--- config.mk ---
export PLATFORM = sky130hd
export DESIGN_NAME = sub_8_pipe
export DESIGN_NICKNAME = d
export VERILOG_FILES = /design/src/rtl/sub_pkg.sv /design/src/rtl/sub_cla_4.sv /design/src/rtl/sub_8_pipe.sv
export SDC_FILE = /design/constraint.sdc
export NUM_CORES = 1
export LEC_CHECK = 0
export ABC_AREA = 1
export CORE_ASPECT_RATIO = 0.7
export CORE_MARGIN = 8
export CORE_UTILIZATION = 30
export CTS_BUF_LIST = sky130_fd_sc_hd__clkbuf_16
export DETAILED_ROUTE_END_ITERATION = 12
export PLACE_DENSITY_LB_ADDON = 0.15
export SLEW_MARGIN = 20
export SYNTH_ARGS = -nofsm -noshare
export SYNTH_HDL_FRONTEND = slang
export SYNTH_SLANG_ARGS = --single-unit
--- constraint.sdc ---
create_clock -name clk -period 1.52 [get_ports clk]
set_input_delay 0.304 -clock clk [delete_from_list [all_inputs] [get_ports clk]]
set_output_delay 0.304 -clock clk [all_outputs]
set_load 0.05 [all_outputs]
--- src/rtl/sub_pkg.sv ---
// Shared widths and the stage-1 pipeline record for the two-stage 8-bit subtractor.
package sub_pkg;

  localparam int WIDTH = 8;
  localparam int NIB   = 4;

  // c3 holds the carry out of the low nibble, which becomes the carry-in of the high nibble
  typedef struct packed {
    logic [NIB-1:0] d_lo;
    logic           c3;
    logic [NIB-1:0] a_hi;
    logic [NIB-1:0] nb_hi;
  } s1_t;

endpackage

--- src/rtl/sub_cla_4.sv ---
// 4-bit carry-lookahead adder slice; c3 is the carry into bit 3, used for signed overflow.
module sub_cla_4
  import sub_pkg::*;
(
  input  logic [NIB-1:0] x,
  input  logic [NIB-1:0] y,
  input  logic           cin,
  output logic [NIB-1:0] s,
  output logic           cout,
  output logic           c3
);

  logic [NIB-1:0] g;
  logic [NIB-1:0] p;
  logic [NIB:0]   c;

  assign g = x & y;
  assign p = x ^ y;

  // All carries are flattened into two-level lookahead terms instead of rippling
  assign c[0] = cin;
  assign c[1] = g[0] | (p[0] & cin);
  assign c[2] = g[1] | (p[1] & g[0]) | (p[1] & p[0] & cin);
  assign c[3] = g[2] | (p[2] & g[1]) | (p[2] & p[1] & g[0])
              | (p[2] & p[1] & p[0] & cin);
  assign c[4] = g[3] | (p[3] & g[2]) | (p[3] & p[2] & g[1])
              | (p[3] & p[2] & p[1] & g[0]) | (p[3] & p[2] & p[1] & p[0] & cin);

  assign s    = p ^ c[NIB-1:0];
  assign cout = c[4];
  assign c3   = c[3];

endmodule

--- src/rtl/sub_8_pipe.sv ---
// Two-stage pipelined 8-bit subtractor (a - b - bi) with valid/ready flow control on both sides.
module sub_8_pipe
  import sub_pkg::*;
#(
  parameter int WIDTH = sub_pkg::WIDTH
) (
  input  logic             clk,
  input  logic             rst_n,
  input  logic [WIDTH-1:0] a,
  input  logic [WIDTH-1:0] b,
  input  logic             bi,
  input  logic             in_valid,
  output logic             in_ready,
  output logic [WIDTH-1:0] d,
  output logic             bo,
  output logic             of,
  output logic             out_valid,
  input  logic             out_ready
);

  logic s1_valid;
  logic s2_valid;
  logic s1_adv;
  logic s2_adv;
  s1_t  s1_q;
  s1_t  s1_d;

  logic [NIB-1:0] lo_s;
  logic           lo_cout;
  logic           unused_lo_c3;
  logic [NIB-1:0] hi_s;
  logic           hi_cout;
  logic           hi_c3;

  // Subtraction as a + ~b with carry-in ~bi; the high nibble is deferred to stage 2
  sub_cla_4 u_cla_lo (
    .x    (a[NIB-1:0]),
    .y    (~b[NIB-1:0]),
    .cin  (~bi),
    .s    (lo_s),
    .cout (lo_cout),
    .c3   (unused_lo_c3)
  );

  always_comb begin
    s1_d       = '0;
    s1_d.d_lo  = lo_s;
    s1_d.c3    = lo_cout;
    s1_d.a_hi  = a[WIDTH-1:NIB];
    s1_d.nb_hi = ~b[WIDTH-1:NIB];
  end

  sub_cla_4 u_cla_hi (
    .x    (s1_q.a_hi),
    .y    (s1_q.nb_hi),
    .cin  (s1_q.c3),
    .s    (hi_s),
    .cout (hi_cout),
    .c3   (hi_c3)
  );

  // Backpressure chain is built only from stage state and out_ready, never from in_valid
  assign s2_adv    = !s2_valid || out_ready;
  assign s1_adv    = !s1_valid || s2_adv;
  assign in_ready  = s1_adv;
  assign out_valid = s2_valid;

  always_ff @(posedge clk) begin
    if (!rst_n) begin
      s1_valid <= 1'b0;
      s1_q     <= '0;
    end else if (s1_adv) begin
      s1_valid <= in_valid;
      if (in_valid) begin
        s1_q <= s1_d;
      end
    end
  end

  // Borrow-out is the inverted final carry; overflow compares carries into and out of the MSB
  always_ff @(posedge clk) begin
    if (!rst_n) begin
      s2_valid <= 1'b0;
      d        <= '0;
      bo       <= 1'b0;
      of       <= 1'b0;
    end else if (s2_adv) begin
      s2_valid <= s1_valid;
      if (s1_valid) begin
        d  <= {hi_s, s1_q.d_lo};
        bo <= ~hi_cout;
        of <= hi_c3 ^ hi_cout;
      end
    end
  end

endmodule

# Word-level counts from Yosys, hierarchy flattened
# Index checks and enable logic that the tools add are counted.
# op_classes
n_bitwise	63
n_reduce_logical	6
# ops
cell	n
AND 1 bit	32
OR 1 bit	20
XOR 4 bit	4
AND 4 bit	2
inverter 4 bit	2
AND reduction 2 bit	2
logical NOT 1 bit	2
logical OR 1 bit	2
inverter 1 bit	2
XOR 1 bit	1
# word_totals
word_cells	78
regBits	25
output_inout_bits	12
input_bits	21

# Longest topological paths before layout
# logic_depth
depth_word	7
mapped_depth	10
depth_no_buf	10

# Hierarchy
# Synthesis repeated with hierarchy kept, for this count alone.
# hier_totals
hier_cells	213
hier_area_um2	1524.0
# modules_own_cells
module	seq_area_each_um2	cells_each	area_per_inst_um2	instances
sub_8_pipe	500.5	151	1131.1	1
sub_cla_4	0.0	31	196.4	2

# Worst setup path before layout
# Ideal clock, no wire load.
# synth_timing
path_kind	register to register
from	reg s2_valid, in the netlist out_valid
to	reg s1_q[5] (netlist name)
synth_period_minus_slack_ns	1.680
setup_ns	0.116
t_arrival_ns	1.564
slack_ns	-0.160
t_required_ns	1.404
stages_incl_launch_ff	7
n_path_buf	1
path_cell_list	dfxtp_1 -> nand3_2 -> nand2_1 -> inv_2 -> buf_6 -> nor2_1 -> nor2_1
# synth_via
elab_chain_len	4
# synth_lines
item	line	text
from (decl)	sub_8_pipe.sv:22	logic s2_valid;
from (signal assigned)	sub_8_pipe.sv:88	s2_valid <= s1_valid;
logical NOT 1 bit	sub_8_pipe.sv:63	assign s2_adv = !s2_valid || out_ready;
logical OR 1 bit	sub_8_pipe.sv:63	
logical OR 1 bit	sub_8_pipe.sv:64	assign s1_adv = !s1_valid || s2_adv;
net in_ready	sub_8_pipe.sv:13	output logic in_ready,
AND reduction 2 bit (no line)	--	
to (signal assigned)	sub_8_pipe.sv:71	s1_q <= '0;
to (signal assigned)	sub_8_pipe.sv:75	s1_q <= s1_d;
to (decl)	sub_8_pipe.sv:25	s1_t s1_q;
# The timed path passes the listed nets, and every way through them passes these cells.
# A chain may end at the register's enable or synchronous reset.

# Worst setup path after layout
# layout_timing
from	in out_ready
to	out in_ready
# layout_via
elab_chain_len	2
# layout_lines
item	line	text
from (decl)	sub_8_pipe.sv:18	input logic out_ready
logical OR 1 bit	sub_8_pipe.sv:63	
logical OR 1 bit	sub_8_pipe.sv:64	
to (decl)	sub_8_pipe.sv:13	
# No other way between the ends.

==> metrics.cfg <==
[cells_and_area]
layout-drive-gt1-share_pct=18.2
final_nets=246
area_growth_pct=49.0
nFillCells=438
antenna_cells=0

[route]
finalWirelength_um=2980
drt-initial-drc-count=27
wl_per_cell_um=11.1
ant_nets=0
drt_pre_antenna_iters=4
route.detailed.drc=0
vias_per_cell=4.38
vias=1178

[critical_path]
path_cells=clkdlybuf4s50_1 > inv_2 > nand3_4 > buf_4 > buf_12
crit_path_end_kind=output pin
timing.rr.end=d[7]
cp.depth=5
crit_start=out_ready
r2r_start=s1_q[1]
arrival_ns=1.14
slowest_stage=clkdlybuf4s50_1
crit_family=buffers and inverters
worst-r2r-setup-slack_ns=0.16
worstSetupPathType=input port to output pin
slowest_delay_ns=0.41
rr_worst_depth=8
crit_buf_inv=4
critPathCapture=in_ready
critPathRequiredTime_ns=1.22
start_kind=input port
worstPathMaxFanout=2

[die]
die_y_um=71.2
start_util_pct=30.7
core-area_um2=4250
die_w_um=94.9
dieArea_um2=6760
ios=33
num_rows=20

[global_routing]
grt_first_pass_wirelength_um=5260
met3_usage_pct=3.03
grt_pass1_vias=1166
grt_usage_pct=9.55
grt_use_met1_pct=12.1
top_usage_layer=met2
antenna_found_initial=0
use_met2_pct=15.5
grt_max_degree=19
grt.overflow.total=0

[place]
io_buffer_count=32
hpwl_um=2340
gp_congestion=0.815
post-place-ws_ns=-0.278

[sta]
tns_ns=0
fin_skew_ns=0.00299
timing.fmax_mhz=693
tightest_slew_ns=0.244
grt_setup_unrepaired=true
fin_crit_sh_pct=94.9
finalSetupViolations=0
setup_ws_ns=0.0779
slew_viol_final=0
hold_ws_ns=0.461
hold_viol=0
maxSlewHeadroom_pct=83.7
period_minus_slack_ns=1.44

[clocking]
tritoncts.num_buffers=3
postCtsHoldBufs=0
clk-insertion-delay-late_ns=0.25
cts_tree=built
clock-root-buffer=clkbuf_16
cts.sinks=25
htree_levels=1
post_cts_buffers=0
clockBufferDepth=2
clk_pin_slew_ns=0.06

[synthesis]
synth-compound-area-share_pct=14.9
synthMuxAreaShare_pct=0
synthesis.area_um2=1310
synthCells=177
synth-edff-count=0
synth-simple-area-share_pct=22.6
ys_seq_elements=25
synth_top_area_share_pct=38.3
synth-xor-area-share_pct=1.34
synth_area_leaders=dfxtp_1 (38%), a21oi_1 (7.7%), ha_1 (7.7%)
yosys.cell_count.top_type=dfxtp_1
syn-mean-instance-area_um2=7.38
synthAdderAreaFrac_pct=10.7
async_reset_ff_share_pct=0
yosys.area.top_type=dfxtp_1
syn_nets=208
ys.flop_type=dfxtp_1
synth_cell_types=25
synth_top_family_by_area=simple AND/OR/NAND/NOR gates
yosys_warnings=0
synthTopCellsByCount=dfxtp_1 (25), nand2_1 (24), nor2_1 (24)
seq_area_frac_synth_pct=38.3

[hold_path]
min_path_type=register to register

[power_and_ir_drop]
power.leakage_nw=0.883
peakVddDrop_v=0.000359
power_mw=1.80
cellPowerDensity_nw_per_um2=926

[outcome]
status=complete, no violations

[run]
drv_cap=0

-- worst register-to-register path: cells and delay by family (launching register included) --
kind | cells | cell delay, ns
adders and majority gates | 1 | 0.41
and+or+nand+nor | 7 | 0.53
DFF | 1 | 0.31
-- cells by family after synthesis --
family | Yosys count
compound gates | 39
xor+xnor | 2
fa+ha+maj | 10
buf+inv | 33
simple gates | 68
flops | 25
-- sequential cells by signal, indices dropped and copies added (netlist names) --
register   flops
s1_q          13
d              8
bo             1
of             1
out_valid      1
s1_valid       1
-- repair_timing --
| item | CTS | global route |
|---|---|---|
| gates resized for setup | 1 | 6 |
| endpoints found under the setup margin | 1 | 5 |
| pin swaps | 0 | 3 |
-- layer usage --
| layer | vias up | share of wire (%) |
|---|---|---|
| li1 | 639 | - |
| met1 | 522 | 50 |
| met2 | 15 | 45 |
| met3 | 2 | 4.5 |
| met4 | 0 | 0.34 |
| met5 | - | 0 |
-- per-stage QoR --
step | std cells | utilization, % | cell area (um2)
floorplan | 177 | - | 1320
global placement | 265 | 42.9 | 1820
detailed placement | 265 | 42.9 | 1820
CTS | 269 | 44.8 | 1910
global route | 269 | 45.8 | 1950
finish | 269 | 45.8 | 1950
-- layout make-up --
cell class,count,area (um2),share of cell area [%]
well taps,55,68.8,3.53
flip-flops and latches,25,502,25.8
inverters,27,104,5.33
clock inverters,1,3.75,0.193
multi-input cells,119,701,36.0
repair buffers,39,493,25.3
clock buffers,3,75.1,3.86
-- worst min path at each step --
| stage | start | end | cells past startpoint |
|---|---|---|---|
| 5_1_grt | s1_q[11] | d[2] | 2 |
| 4_1_cts | s1_q[10] | d[1] | 2 |
| 6_report | s1_q[10] | s1_q[10] | 2 |
| 3_3_place_gp | s1_q[10] | d[1] | 2 |
| 2_1_floorplan | b[7] | s1_q[3] | 1 |
| 3_5_place_dp | s1_q[10] | d[1] | 2 |
-- cells in the final DEF (no fill, tap or decap), types with 2 or more instances in the layout --
master and count:
inv_1 24, o21ai_0 17, nor2_1 24, a21oi_2 2
o21ai_1 2, inv_2 3, dfxtp_1 24, clkdlybuf4s50_1 20
a21oi_1 18, nand2_2 3, buf_12 12, buf_4 7
ha_1 5, ha_4 2, nand2_1 24, clkbuf_16 3
nand3_1 12
-- where the power goes --
group / switching (mW) / internal (mW) / total (mW)
Clock: 0.216 / 0.351 / 0.567
Combinational: 0.251 / 0.238 / 0.489
Sequential: 0.0403 / 0.707 / 0.747
Note: power is estimated with default switching activity, not from simulation.
